<file path="src/rtl/seg7_scan_driver.sv">
// seg7_scan_driver: time-multiplexed 4-digit common-anode seven-segment driver with a
// dead cycle between digits and a per-frame digit latch. Optional blink gating: SEG7_BLINK_EN.
module seg7_scan_driver #(
    parameter int SCAN_DIV  = 50000,
    parameter int BLINK_DIV = 64
) (
    input  logic        CLK,
    input  logic        RST,
    input  logic [15:0] D,
    input  logic        EN,
    input  logic        LZB,
    input  logic        COLON,
`ifdef SEG7_BLINK_EN
    input  logic        BLINK,
`endif
    output logic [3:0]  AN,
    output logic [6:0]  SEG,
    output logic        DP
);

    // state    | meaning
    // ST_HOLD  | outputs hold (reset, or lit part of a slot)
    // ST_DRIVE | dark cycle just issued; drive the new digit on the next edge
    typedef enum logic {ST_HOLD, ST_DRIVE} state_t;

    localparam int CW = $clog2(SCAN_DIV);

    logic [CW-1:0] cnt;
    logic          tick;
    logic [1:0]    idx;
    logic [15:0]   frame;
    state_t        state, state_nxt;
    logic [3:0]    nib;
    logic          blank;
    logic          blink_off;
    logic [3:0]    an_drv;
    logic [6:0]    seg_drv;
    logic          dp_drv;

    assign tick = (cnt == CW'(SCAN_DIV - 1));

    always_ff @(posedge CLK) begin
        if (RST) begin
            state <= ST_HOLD;
        end else begin
            state <= state_nxt;
        end
    end

    always_comb begin
        state_nxt = ST_HOLD;
        an_drv    = 4'b1111;
        seg_drv   = 7'b1111111;
        dp_drv    = 1'b1;
        nib       = frame[{idx, 2'b00} +: 4];
        blank     = LZB && (idx == 2'd3) && (nib == 4'd0);
        if (tick) begin
            state_nxt = ST_DRIVE;
        end
        if (EN && !blank) begin
            case (nib)
                4'd0:    seg_drv = 7'b1000000;
                4'd1:    seg_drv = 7'b1111001;
                4'd2:    seg_drv = 7'b0100100;
                4'd3:    seg_drv = 7'b0110000;
                4'd4:    seg_drv = 7'b0011001;
                4'd5:    seg_drv = 7'b0010010;
                4'd6:    seg_drv = 7'b0000010;
                4'd7:    seg_drv = 7'b1111000;
                4'd8:    seg_drv = 7'b0000000;
                4'd9:    seg_drv = 7'b0010000;
                default: seg_drv = 7'b0111111;
            endcase
            if (!blink_off) begin
                an_drv = ~(4'b0001 << idx);
            end
        end
        if (EN && COLON && (idx == 2'd2)) begin
            dp_drv = 1'b0;
        end
    end

    always_ff @(posedge CLK) begin
        if (RST) begin
            cnt   <= '0;
            idx   <= 2'd3;
            frame <= 16'h0000;
            AN    <= 4'b1111;
            SEG   <= 7'b1111111;
            DP    <= 1'b1;
        end else begin
            cnt <= tick ? '0 : cnt + 1'b1;
            if (tick) begin
                AN  <= 4'b1111;
                SEG <= 7'b1111111;
                DP  <= 1'b1;
                idx <= idx + 2'd1;
                // D is captured once per frame so a carry ripple cannot tear the display
                if (idx == 2'd3) begin
                    frame <= D;
                end
            end else if (state == ST_DRIVE) begin
                AN  <= an_drv;
                SEG <= seg_drv;
                DP  <= dp_drv;
            end
        end
    end

`ifdef SEG7_BLINK_EN
    localparam int FW = $clog2(BLINK_DIV + 1);

    logic [FW-1:0] frame_cnt;
    logic          blink_phase;

    always_ff @(posedge CLK) begin
        if (RST) begin
            frame_cnt   <= '0;
            blink_phase <= 1'b0;
        end else if (tick && (idx == 2'd3)) begin
            if (frame_cnt == FW'(BLINK_DIV - 1)) begin
                frame_cnt   <= '0;
                blink_phase <= ~blink_phase;
            end else begin
                frame_cnt <= frame_cnt + 1'b1;
            end
        end
    end

    assign blink_off = BLINK && blink_phase;
`else
    logic unused_cfg;
    assign unused_cfg = ^32'(BLINK_DIV);
    assign blink_off  = 1'b0;
`endif

endmodule

</file>
<file path="config.mk">
export PLATFORM = sky130hd
export DESIGN_NAME = seg7_scan_driver
export DESIGN_NICKNAME = d
export VERILOG_FILES = /design/src/rtl/seg7_scan_driver.sv
export SDC_FILE = /design/constraint.sdc
export NUM_CORES = 1
export LEC_CHECK = 0
export BUFFER_PORTS_ARGS = -buffer_cell sky130_fd_sc_hd__buf_2
export CORE_ASPECT_RATIO = 0.8
export CORE_MARGIN = 5
export CORE_UTILIZATION = 40
export CTS_CLUSTER_DIAMETER = 30
export DETAILED_ROUTE_END_ITERATION = 10
export GPL_ROUTABILITY_DRIVEN = 0
export PLACE_DENSITY_LB_ADDON = 0.05
export SYNTH_ARGS = -nofsm -noshare
export SYNTH_HDL_FRONTEND = slang
export SYNTH_SLANG_ARGS = --single-unit
</file>
<file path="constraint.sdc">
create_clock -name CLK -period 2.5 [get_ports CLK]
set_input_delay 0.5 -clock CLK [delete_from_list [all_inputs] [get_ports CLK]]
set_output_delay 0.5 -clock CLK [all_outputs]
set_load 0.02 [all_outputs]
</file>
-- Yosys cells after proc, flatten, opt, wreduce, memory -nomap -nowiden
Memory sizes are Yosys's and may differ from the RTL's.
Index checks and enable logic that the tools add are counted.
- add/subtract/negate cells: 2
- equal/unequal tests: 3
- shift operators: 2
- mux-type cells: 4
- bitwise logic cells: 1
- reductions and logical operators: 9
- operators with widths (operator ; count):
    $add 16x1->16 const B ; 1
    $eq 16x16->1 const B ; 1
    $shiftx 16x5->4 ; 1
    $mux 7 ; 1
    $logic_and 1x1->1 ; 5
    $eq 2x2->1 const B ; 2
    $logic_not 4->1 ; 1
    $mux 4 ; 1
    $not 4->4 ; 1
    $shl 1x2->4 const A ; 1
    $add 2x1->2 const B ; 1
    $mux 1 ; 2
    $reduce_and 2->1 ; 1
    $reduce_or 2->1 ; 1
    $logic_not 1->1 ; 1
- register bits after elaboration: 47
- memory bits (read-only): 112
- output and inout bits: 12
- memories: 1
- memories (memory ; depth ; width ; read ports ; clocked after memory_dff ; write ports ; RTL line ; source):
    (name not given) ; 16 ; 7 ; 1 ; 0 ; 0 ; 61 ; case (nib)

-- Logic depth before layout (Yosys ltp)
- word-level depth: 6
- gate-level depth with buffers: 9
- gate-level depth less buffers: 8

-- Least setup slack after synthesis
OpenSTA, ideal clock, no wires.
- kind: reg2reg
- from: reg idx[1]
- to: reg SEG[1]
- data arrival time: 2015 ps
- setup slack: 406 ps
- cell stages (with the launch flop): 8
- path through: dfxtp_1 mux4_2 inv_1 ha_1 nand3_1 o2111ai_1 o31ai_4 o211ai_1
- word-level cells in the longest chain between the ends: 6
- RTL lines (element ; RTL line ; source):
    start: declaration ; 30 ; logic [1:0] idx;
    start signal: assignment ; 97 ; idx <= idx + 2'd1;
    branches (longest 5 deep; another with $mem_v2 16x7) ; n/a ;
    $mux 7 * ; 60 ; if (EN && !blank) begin
    end signal: assignment ; 104 ; SEG <= seg_drv;
    end: declaration ; 17 ; output logic [6:0] SEG,
Mark *: on every way between the ends.
A chain may end at the register's enable or synchronous reset.

-- Worst setup path in the final report
- from: reg idx[0]
- to: reg SEG[1]
The elaborated chain is that of the path after synthesis.

==> summary.md <==
| Metric | Value |
|---|---|
| # rows | 24 |
| Worst Setup End Kind | flip-flop |
| Setup total negative slack | 0 ns |
| # diodes | 0 |
| Finished Layout Cells | 361 |
| GR Util All Layers | 0.139 |
| Status | finished clean |
| Yosys warns | 0 |
| Most frequent cells in the layout | nand2_1, dfxtp_1, buf_2 |
| Final Hold Vio Count | 0 |
| CP Max Fanout | 7 |
| Placed Area | 2460 sq um |
| Final Hold Slack | 0.443 ns |
| Worst slack, placed | 0.321 ns |
| Initial Utilization | 0.411 |
| Clock root cell | clkbuf_8 |
| Critical path cell sequence | buf_4 > mux2i_1 > mux2_2 > ha_1 > nand3_1 > o2111ai_1 > o31ai_4 > o211ai_1 |
| RSZ-0062 raised after global routing | false |
| # DRC | 0 |
| Bufs on Longest Clock Path | 2 |
| Number of flops mapped to enable cells by yosys | 0 |
| Slowest stage delay, CP | 0.52 ns |
| Area delta synth->final | 13.9% |
| Full die area | 7230 sq um |
| # nets final | 315 |
| First-pass GRT wire length | 8.06 mm |
| Dominant cells by area after synthesis | dfxtp_1, nand2_1, ha_1, a21oi_1, nor2_1 |
| Top_reg_cell synth | dfxtp_1 |
| Clock Sinks | 47 |
| Yosys top cell area share | 0.419 |
| Largest area contributor in the netlist | dfxtp_1 |
| Crit path kind | flip-flop to flip-flop |
| Post-DRT Antenna Nets | 0 |
| WP data required | 2.71 ns |
| Hpwl dp | 3.57 mm |
| Total gr overflow | 0 |
| Vias | 1,768 |
| Worst slew pin tran | 0.701 ns |
| 1st-pass router iterations | 6 |
| Worst vdd ir | 0.286 mV |
| I/O Buffers | 32 |
| Gates resized, CTS repair | 0 |
| Clock skew | 0.00432 ns |
| Depth of the most critical reg-to-reg path | 8 |
| Met2 WL post-DR | 1.94 mm |
| Top-Level Pins | 33 |
| H-tree depth | 2 |
| Buf/Inv on CP | 1 |
| M1 wire length | 2.65 mm |
| Yosys reg bits | 47 |
| Largest net degree at the start of global routing | 25 |
| Mapped Area | 2250 sq um |
| Number of global-route vias before repair | 1,644 |
| Library cells used by synthesis | 42 |
| Syn Area/Cell | 8.92 sq um |
| Hold Crit Class | input port to flip-flop |
| Initial antenna violation count | 0 |
| Post-Synthesis Cells | 252 |
| CTS tree | built |
| Arr. time, crit path | 2.39 ns |
| Worst-Skew Late Latency | 0.29 ns |
| Fin util | 0.468 |
| Fmax | 459 MHz |
| Final period utilization | 0.871 |
| Mapped Nets | 284 |
| Hold-fix buffers, CTS | 0 |
| CP top delay family | compound AO/OA/AOI/OAI gates |
| Total CTS buffers | 5 |
| Design Area, Final | 2560 sq um |
| Pleak | 0.944 nW |
| Core area | 5470 sq um |
| Highest Signal Layer | met4 |
| Max-slew headroom | 0.528 |
| Layout cells sized above 1 | 0.201 |
| Setup repair bufs after CTS | 0 |
| Iter 0 DRT Violations | 81 |
| Total of max-cap violations | 0 |
| Met3 routed WL | 134 microns |
| Ys async rst share | 0 |
| Final setup fails | 0 |
| Final worst path period need | 2.18 ns |
| Routed wire length per instance | 13.2 microns |
| Worst setup margin | 0.323 ns |
| Slew Limit Fails | 0 |
| Critical path's slowest cell | dfxtp_1 |
| Power after layout | 1.32 mW |
| Hold path depth | 3 |
| CP Launch Type | flip-flop |
| Register area share after synthesis | 0.419 |
| Vias per cell | 4.90 |
| Leading cell type in the layout, fill and taps excluded | nand2_1 |
| Placed Cells | 354 |
| Die X | 93.8 microns |
| Stages on worst setup path | 8 |
| Total wire length | 4.77 mm |
| Clock slew at reported path FFs | 0.08 ns |
| PD cells | 518 nW/um^2 |
| Die height | 77.0 microns |
path summary, 6_finish.rpt:
kind                            startpoint   endpoint  slack (ns)
worst max-delay path                idx[0]     SEG[1]        0.32
worst min register to register    frame[5]   frame[5]        0.46
worst max register to register      idx[0]     SEG[1]        0.32
worst min-delay path                 D[13]  frame[13]        0.44
layout make-up:
cell class,instances,area (sq um)
fill,581,2910
multi-input combinational,186,1200
sequential,47,941
timing repair buffer,35,183
tap,78,97.6
clock buffer,6,72.6
clock inverter,1,30.0
inverter,8,30.0
flip-flops by register name (all words and copies together), names as in the netlist:
signal	flops
frame	16
idx	2
DP	1
SEG	7
AN	4
state	1
cnt	16
kinds of logic after synthesis:
logic type                 share of synthesized area
and+or+nand+nor                                0.226
DFF                                            0.419
AOI/OAI and AO/OA                              0.128
buffers and inverters                         0.0451
xor gates and xnor gates                      0.0585
adders and majority gates                     0.0612
muxes                                         0.0624
tightest hold or removal path: cells and delay by family:
kind / cells / cell delay, ns
AOI/OAI and AO/OA: 1 / 0.05
buffers and inverters: 1 / 0.09
and+or+nand+nor: 1 / 0.04
layer usage:
| metal | GRT usage | up-vias |
|---|---|---|
| met3 | 0.0342 | 5 |
| li1 | - | 925 |
| met1 | 0.214 | 814 |
| met5 | 0 | - |
| met4 | 0.0390 | 0 |
| met2 | 0.189 | 24 |
cells in the mapped netlist (2+ instances only):
cell type and instances:
a21oi_1 21, a21oi_2 3, and2_1 2, and3_1 2, buf_2 3, buf_4 2
clkbuf_1 4, dfxtp_1 47, ha_1 11, inv_1 7, mux2_2 2, mux2i_1 5
mux4_2 3, nand2_1 48, nand3_1 10, nand4_1 3, nand4bb_1 2, nor2_1 28
nor3_1 5, o211ai_1 2, o21ai_0 5, o2bb2ai_1 3, o32a_1 2, xnor2_1 9
xor2_1 6
power breakdown:
| group | internal [mW] | leakage [nW] | switching (mW) |
|---|---|---|---|
| combinational | 0.0172 | 0.513 | 0.0249 |
| sequential | 0.752 | 0.380 | 0.00406 |
| clock | 0.293 | 0.0513 | 0.233 |
| total | 1.06 | 0.944 | 0.262 |
Note: power is estimated with default switching activity, not from simulation.
